**src/rtl/hls_run_pkg.sv**
```systemverilog
// Shared types for the HLS kernel run controller: FSM states, result status
// codes and the bit layout of a result word {run_idx, status, cycles}.
package hls_run_pkg;

    typedef enum logic [2:0] {
        S_IDLE,
        S_KRST,
        S_START,
        S_WAIT,
        S_RECORD,
        S_STALL,
        S_FINISH
    } run_state_e;

    typedef enum logic [1:0] {
        ST_NONE = 2'b00,
        ST_OK   = 2'b01,
        ST_TMO  = 2'b10,
        ST_ABT  = 2'b11
    } run_status_e;

    localparam int unsigned IDX_W    = 8;
    localparam int unsigned STATUS_W = 2;
    localparam int unsigned CYC_LSB  = 0;

    // Field offsets depend on the cycle-counter width chosen by the instance.
    function automatic int unsigned status_lsb(input int unsigned cnt_w);
        return cnt_w;
    endfunction

    function automatic int unsigned idx_lsb(input int unsigned cnt_w);
        return cnt_w + STATUS_W;
    endfunction

    function automatic int unsigned res_w(input int unsigned cnt_w);
        return cnt_w + STATUS_W + IDX_W;
    endfunction

endpackage

```
**src/rtl/hls_res_fifo.sv**
```systemverilog
// Result FIFO with valid/ready on both sides; a push into a full FIFO is
// accepted when a pop happens in the same cycle.
module hls_res_fifo #(
    parameter int unsigned WIDTH = 42,
    parameter int unsigned DEPTH = 4
) (
    input  logic             clock,
    input  logic             reset,
    input  logic             push_i,
    input  logic [WIDTH-1:0] push_data_i,
    output logic             push_ready_c,
    output logic             pop_valid_o,
    input  logic             pop_ready_i,
    output logic [WIDTH-1:0] pop_data_o
);

    localparam int unsigned PTR_W = (DEPTH > 1) ? $clog2(DEPTH) : 1;
    localparam int unsigned CNT_W = $clog2(DEPTH + 1);

    logic [WIDTH-1:0] mem_q [DEPTH];
    logic [PTR_W-1:0] wr_ptr_q, rd_ptr_q;
    logic [CNT_W-1:0] count_q, count_d;
    logic             valid_q;
    logic             do_push, do_pop;

    assign do_pop       = valid_q && pop_ready_i;
    assign push_ready_c = (count_q != CNT_W'(DEPTH)) || do_pop;
    assign do_push      = push_i && push_ready_c;

    always_comb begin
        count_d = count_q;
        if (do_push && !do_pop) begin
            count_d = count_q + CNT_W'(1);
        end else if (!do_push && do_pop) begin
            count_d = count_q - CNT_W'(1);
        end
    end

    // DEPTH is a power of two, so the pointers wrap by plain overflow.
    always_ff @(posedge clock or negedge reset) begin
        if (!reset) begin
            wr_ptr_q <= '0;
            rd_ptr_q <= '0;
            count_q  <= '0;
            valid_q  <= 1'b0;
        end else begin
            if (do_push) wr_ptr_q <= wr_ptr_q + PTR_W'(1);
            if (do_pop)  rd_ptr_q <= rd_ptr_q + PTR_W'(1);
            count_q <= count_d;
            valid_q <= (count_d != '0);
        end
    end

    always_ff @(posedge clock) begin
        if (do_push) mem_q[wr_ptr_q] <= push_data_i;
    end

    assign pop_valid_o = valid_q;
    assign pop_data_o  = mem_q[rd_ptr_q];

endmodule

```
**src/rtl/hls_run_controller.sv**
```systemverilog
// Runs an HLS kernel N_RUNS times per batch: reset pulse, start pulse, wait for
// done/timeout/abort, and queue one {run_idx, status, cycles} result per run.
module hls_run_controller
    import hls_run_pkg::*;
#(
    parameter int unsigned N_RUNS     = 4,
    parameter int unsigned CNT_W      = 32,
    parameter int unsigned TIMEOUT    = 200000000,
    parameter int unsigned RST_CYC    = 2,
    parameter int unsigned FIFO_DEPTH = 4
) (
    input  logic                            clock,
    input  logic                            reset,
    input  logic                            go,
    input  logic                            abort,
    output logic                            dut_reset,
    output logic                            dut_start,
    input  logic                            dut_done,
    output logic                            res_valid,
    input  logic                            res_ready,
    output logic [IDX_W+STATUS_W+CNT_W-1:0] res_data,
    output logic                            busy,
    output logic                            batch_done
);

    localparam int unsigned RES_W  = res_w(CNT_W);
    localparam int unsigned RC_W   = (RST_CYC > 1) ? $clog2(RST_CYC) : 1;
    localparam int unsigned ST_LSB = status_lsb(CNT_W);
    localparam int unsigned IX_LSB = idx_lsb(CNT_W);

    run_state_e       state_q, state_d;
    run_status_e      status_q, status_d;
    logic [RC_W-1:0]  rst_cnt_q, rst_cnt_d;
    logic [CNT_W-1:0] cycles_q, cycles_d, cycles_inc;
    logic [IDX_W-1:0] run_idx_q, run_idx_d;
    logic             dut_reset_q, dut_start_q, busy_q, batch_done_q;
    logic             push_c, push_ready_c;
    logic [RES_W-1:0] res_word;

    assign cycles_inc = (cycles_q == '1) ? cycles_q : cycles_q + CNT_W'(1);

    always_comb begin
        res_word = '0;
        res_word[IX_LSB  +: IDX_W]    = run_idx_q;
        res_word[ST_LSB  +: STATUS_W] = status_q;
        res_word[CYC_LSB +: CNT_W]    = cycles_q;
    end

    // Next state; cycles_q holds the value reported for the run once it ends.
    always_comb begin
        state_d   = state_q;
        status_d  = status_q;
        rst_cnt_d = rst_cnt_q;
        cycles_d  = cycles_q;
        run_idx_d = run_idx_q;
        push_c    = 1'b0;
        unique case (state_q)
            S_IDLE: begin
                if (go) begin
                    run_idx_d = '0;
                    rst_cnt_d = '0;
                    cycles_d  = '0;
                    state_d   = S_KRST;
                end
            end
            S_KRST: begin
                if (abort) begin
                    status_d = ST_ABT;
                    state_d  = S_RECORD;
                end else if (rst_cnt_q == RC_W'(RST_CYC - 1)) begin
                    cycles_d = CNT_W'(1);
                    state_d  = S_START;
                end else begin
                    rst_cnt_d = rst_cnt_q + RC_W'(1);
                end
            end
            S_START: begin
                if (abort) begin
                    status_d = ST_ABT;
                    state_d  = S_RECORD;
                end else if (dut_done) begin
                    status_d = ST_OK;
                    state_d  = S_RECORD;
                end else begin
                    cycles_d = cycles_inc;
                    state_d  = S_WAIT;
                end
            end
            S_WAIT: begin
                if (abort) begin
                    status_d = ST_ABT;
                    state_d  = S_RECORD;
                end else if (dut_done) begin
                    status_d = ST_OK;
                    state_d  = S_RECORD;
                end else if (cycles_q >= CNT_W'(TIMEOUT)) begin
                    status_d = ST_TMO;
                    cycles_d = CNT_W'(TIMEOUT);
                    state_d  = S_RECORD;
                end else begin
                    cycles_d = cycles_inc;
                end
            end
            S_RECORD, S_STALL: begin
                if (push_ready_c) begin
                    push_c = 1'b1;
                    if (status_q == ST_ABT || run_idx_q == IDX_W'(N_RUNS - 1)) begin
                        state_d = S_FINISH;
                    end else begin
                        run_idx_d = run_idx_q + IDX_W'(1);
                        rst_cnt_d = '0;
                        cycles_d  = '0;
                        state_d   = S_KRST;
                    end
                end else begin
                    state_d = S_STALL;
                end
            end
            S_FINISH: state_d = S_IDLE;
            default:  state_d = S_IDLE;
        endcase
    end

    // Kernel-facing and status outputs are registered from the next state.
    always_ff @(posedge clock or negedge reset) begin
        if (!reset) begin
            state_q      <= S_IDLE;
            status_q     <= ST_NONE;
            rst_cnt_q    <= '0;
            cycles_q     <= '0;
            run_idx_q    <= '0;
            dut_reset_q  <= 1'b0;
            dut_start_q  <= 1'b0;
            busy_q       <= 1'b0;
            batch_done_q <= 1'b0;
        end else begin
            state_q      <= state_d;
            status_q     <= status_d;
            rst_cnt_q    <= rst_cnt_d;
            cycles_q     <= cycles_d;
            run_idx_q    <= run_idx_d;
            dut_reset_q  <= (state_d != S_KRST);
            dut_start_q  <= (state_d == S_START);
            busy_q       <= (state_d != S_IDLE);
            batch_done_q <= (state_d == S_FINISH);
        end
    end

    assign dut_reset  = dut_reset_q;
    assign dut_start  = dut_start_q;
    assign busy       = busy_q;
    assign batch_done = batch_done_q;

    hls_res_fifo #(
        .WIDTH (RES_W),
        .DEPTH (FIFO_DEPTH)
    ) u_fifo (
        .clock        (clock),
        .reset        (reset),
        .push_i       (push_c),
        .push_data_i  (res_word),
        .push_ready_c (push_ready_c),
        .pop_valid_o  (res_valid),
        .pop_ready_i  (res_ready),
        .pop_data_o   (res_data)
    );

endmodule

```
**config.mk**
```make
export PLATFORM = sky130hd
export DESIGN_NAME = hls_run_controller
export DESIGN_NICKNAME = d
export VERILOG_FILES = /design/src/rtl/hls_run_pkg.sv /design/src/rtl/hls_res_fifo.sv /design/src/rtl/hls_run_controller.sv
export SDC_FILE = /design/constraint.sdc
export NUM_CORES = 1
export LEC_CHECK = 0
export ABC_CLOCK_PERIOD_IN_PS = 4400
export CAP_MARGIN = 10
export CORE_ASPECT_RATIO = 1.75
export CORE_MARGIN = 2
export CORE_UTILIZATION = 64
export CTS_CLUSTER_SIZE = 30
export DETAILED_ROUTE_END_ITERATION = 16
export GPL_TIMING_DRIVEN = 0
export MAX_ROUTING_LAYER = met4
export PLACE_DENSITY_LB_ADDON = 0.2
export SLEW_MARGIN = 15
export SYNTH_ARGS = -nofsm -noshare
export SYNTH_HDL_FRONTEND = slang
export SYNTH_HIERARCHICAL = 1
export SYNTH_SLANG_ARGS = --single-unit
export TNS_END_PERCENT = 20
```
**constraint.sdc**
```tcl
create_clock -name clock -period 4.4 [get_ports clock]
set_clock_uncertainty 0.1 [all_clocks]
set_input_delay 0.66 -clock clock [delete_from_list [all_inputs] [get_ports clock]]
set_output_delay 0.66 -clock clock [all_outputs]
set_load 0.05 [all_outputs]
```
==> flow_summary_export.csv <==
group,metric,value,unit
clock_tree,cts_setup_buffers,0,
routing,vias,5660,
layout,stdcell_count,889,
timing,fmax,286,MHz
clock_tree,ctsHoldBuffers,0,
placed_design,place_ws,699,ps
clock_tree,cts.repair.resized,0,
timing,setup_viol,0,
power_and_ir_drop,power.density,721,nW/µm²
placed_design,hpwl,13.1,mm
logic_synthesis,post_synth.cell_area_avg,15.6,µm²
clock_tree,clk_pin_slew,60,ps
global_routing,antenna_found_initial,0,
layout,final_cell_area,11000,µm²
timing,hold_violations,0,
routing,drt_iter0_drc,405,
timing,fin_crit_sh,79.6,%
floorplanning,initial_utilization,65.2,%
job,max_cap_violations,0,
setup_path,start_kind,"flop",
setup_path,critPathArrivalTime,2740,ps
floorplanning,die-width,96.7,µm
placed_design,globalplace.congestion,0.910,
power_and_ir_drop,p_leak,3.87,nW
setup_path,path_cells,"buf_2 -> clkbuf_1 -> mux4_2 -> clkdlybuf4s50_1",
floorplanning,core-area,14800,µm²
global_routing,grt_util_met3,3.07,%
logic_synthesis,ys_ff_latch,226,
layout,syn_to_final_growth,14.6,%
clock_tree,cts_made_buffers,19,
logic_synthesis,ys_warn_count,6,
run_status,status,"finished clean",
routing,wl_per_cell,21.8,µm
timing,drv_slew,0,
clock_tree,htree_levels,1,
placed_design,io_buffers,52,
placed_design,placed_cells,856,
clock_tree,root_buffer,"clkbuf_16",
logic_synthesis,seq_area_frac_synth,67.5,%
routing,drc,0,
clock_tree,cts.path.max_buffers,3,
global_routing,grt.total_usage,25.8,%
logic_synthesis,synth-edff-count,168,
layout,antenna_cells,0,
timing,tightestPinTransition,1200,ps
routing,wl,19.4,mm
layout,utilization,74.7,%
global_routing,overflow,0,
clock_tree,insertion_delay,480,ps
logic_synthesis,synthCells,617,
global_routing,grt_use_met1,29.7,%
floorplanning,rows,59,
setup_path,ff2ff_path_depth,6,
setup_path,cp_num_cells,4,
floorplanning,die_y,166,µm
logic_synthesis,synthArstFlopShare,25.7,%
global_routing,use_met2,46.3,%
global_routing,top_usage_layer,"met2",
logic_synthesis,synthFlopType,"edfxtp_1",
layout,fin_nets,710,
global_routing,grt_pass1_vias,6024,
min_path,hold_class,"in2async",
timing,holdWs,143,ps
setup_path,path_class,"reg2out",
floorplanning,ios,53,
clock_tree,cts_sinks,226,
power_and_ir_drop,peakVddDrop,0.000479,V
routing,ant_nets,0,
global_routing,grt_pass1_wl,31.8,mm
clock_tree,cts_tree,"yes",
floorplanning,dieArea,16100,µm²
setup_path,worstPathRequired,3640,ps
global_routing,grt_max_degree,59,
timing,slew_headroom,19.4,%
setup_path,slowest_delay,810,ps
timing,timing.final.crit_period,3500,ps
setup_path,cpMaxStageDelayCell,"clkdlybuf4s50_1",
timing,worst_slack,900,ps
layout,drive_gt1_share,16.3,%
timing,rsz0062_at_grt,"no",
placed_design,postPlaceCellArea,10500,µm²
setup_path,path_buf_inv,3,
logic_synthesis,synth_nets,633,
setup_path,path_max_fanout,10,
logic_synthesis,synth_area,9630,µm²
logic_synthesis,yosys.cell_types.count,65,
setup_path,worstSetupEndpointType,"output pin",
routing,viasPerCell,6.37,
setup_path,cpLargestDelayFamily,"buffers and inverters",
routing,drt_first_pass_iters,5,
-- final cells by class --
cell class                 count  area (µm²)
buffer                        24         125
clock buffer                  26         512
clock inverter                 7        60.1
fill                         942        3730
inverter                      17        63.8
multi-input combinational    350        2950
sequential                   226        6500
tap                          183         229
timing repair buffer          56         598
-- through the flow --
stage | power, mW | setup TNS [ps]
floorplan | 5.37 | 0
global placement | 6.30 | -20060
detailed placement | 6.44 | 0
CTS | 8.02 | 0
global route | 8.30 | 0
finish | 7.95 | 0
-- routing by layer --
layer  share of wire, %  vias up
met5                  0        -
met4                3.1        0
met3                2.7       45
met2                 56      142
met1                 38     2903
li1                   -     2570
-- state kept, by name, summed over array words and instances, names as in the netlist, 2 cells and up --
signal           flops
state_q              3
u_fifo/count_q       3
u_fifo/mem_q       168
run_idx_q            8
cycles_q            32
u_fifo/rd_ptr_q      2
status_q             2
u_fifo/wr_ptr_q      2
-- power by group --
part	total [mW]	internal, mW	switching, mW
Clock	1.57	0.874	0.692
Sequential	2.87	2.73	0.147
Combinational	3.51	1.28	2.23
-- placed cells by master, fill, tap and decap left out, types with 4 or more instances in the layout --
cell             Yosys  routed
nand3_1             22      22
a311oi_1             6       6
and2_1               4       4
clkdlybuf4s50_1      0      51
nor3_1              16      16
a31oi_1              6       6
nor4_1              11      11
and3_2               0       4
ha_1                10      10
mux4_2              42      42
dfrtp_1             58      58
or4_1                4       4
buf_2               10      10
mux2i_1              4       4
nand2b_1             8       8
inv_1               17      17
o21ai_0             17      17
nand4_1             15      15
xnor2_1             13      13
xor2_1              14      14
or2_2                4       4
nor2_1              42      42
clkbuf_16            0      19
edfxtp_1           168     168
buf_12               0       4
buf_4                4       5
nand2_1             30      30
a21oi_1              9       9
and3_1              12       8
a211oi_1             6       6
clkbuf_1             7      13
-- synth_stat cells, drive strengths merged, types with 2 or more instances --
master	n	area [µm²]
a211oi	7	57.6
nand2b	8	50.1
nand3b	3	22.5
nand3	25	140
nand2	33	136
or3	4	30.0
and2	4	25.0
mux2i	4	40.0
inv	17	63.8
nor4b	2	17.5
nor2b	3	18.8
a21o	3	22.5
buf	17	98.9
xnor2	13	114
or4	7	63.8
or2	4	25.0
a41oi	3	26.3
ha	10	125
mux4	42	946
nand4	15	93.8
dfrtp	58	1450
o21ai	19	98.8
or3b	2	17.5
a311oi	6	52.6
a31oi	6	37.5
edfxtp	168	5040
a21oi	10	53.8
nor3	16	80.1
clkbuf	7	26.3
nand4b	2	17.5
xor2	14	123
nor4	12	81.3
nor2	42	158
and3	12	75.1
mux2	2	26.3
a22o	3	26.3
-- cell families after synthesis --
logic type / after synthesis / synth area share, %
AO/OA/AOI/OAI: 68 / 5.04
XOR/XNOR: 27 / 2.46
adder cells (fa/ha/maj): 10 / 1.30
buffers and inverters: 41 / 1.96
flip-flops: 226 / 67.5
multiplexers: 48 / 10.5
AND/OR/NAND/NOR: 197 / 11.2
-- worst paths after layout --
kind | end | slack (ps) | from
min | u_fifo/pop_valid_o | 140 | reset
min in group clock | rst_cnt_q | 490 | rst_cnt_q
min reg2reg | rst_cnt_q | 490 | rst_cnt_q
max | res_data[14] | 900 | u_fifo/rd_ptr_q[1]
max reg2reg | u_fifo/mem_q[0][31] | 1160 | state_q[2]
max in group asynchronous | cycles_q[20] | 3510 | reset
-- worst reg2reg max path: cells and delay by family, from the launching register on --
family	cells	cell delay [ps]
buf+inv	3	1050
flops	1	470
simple gates	3	1300
Note: power is estimated with default switching activity, not from simulation.
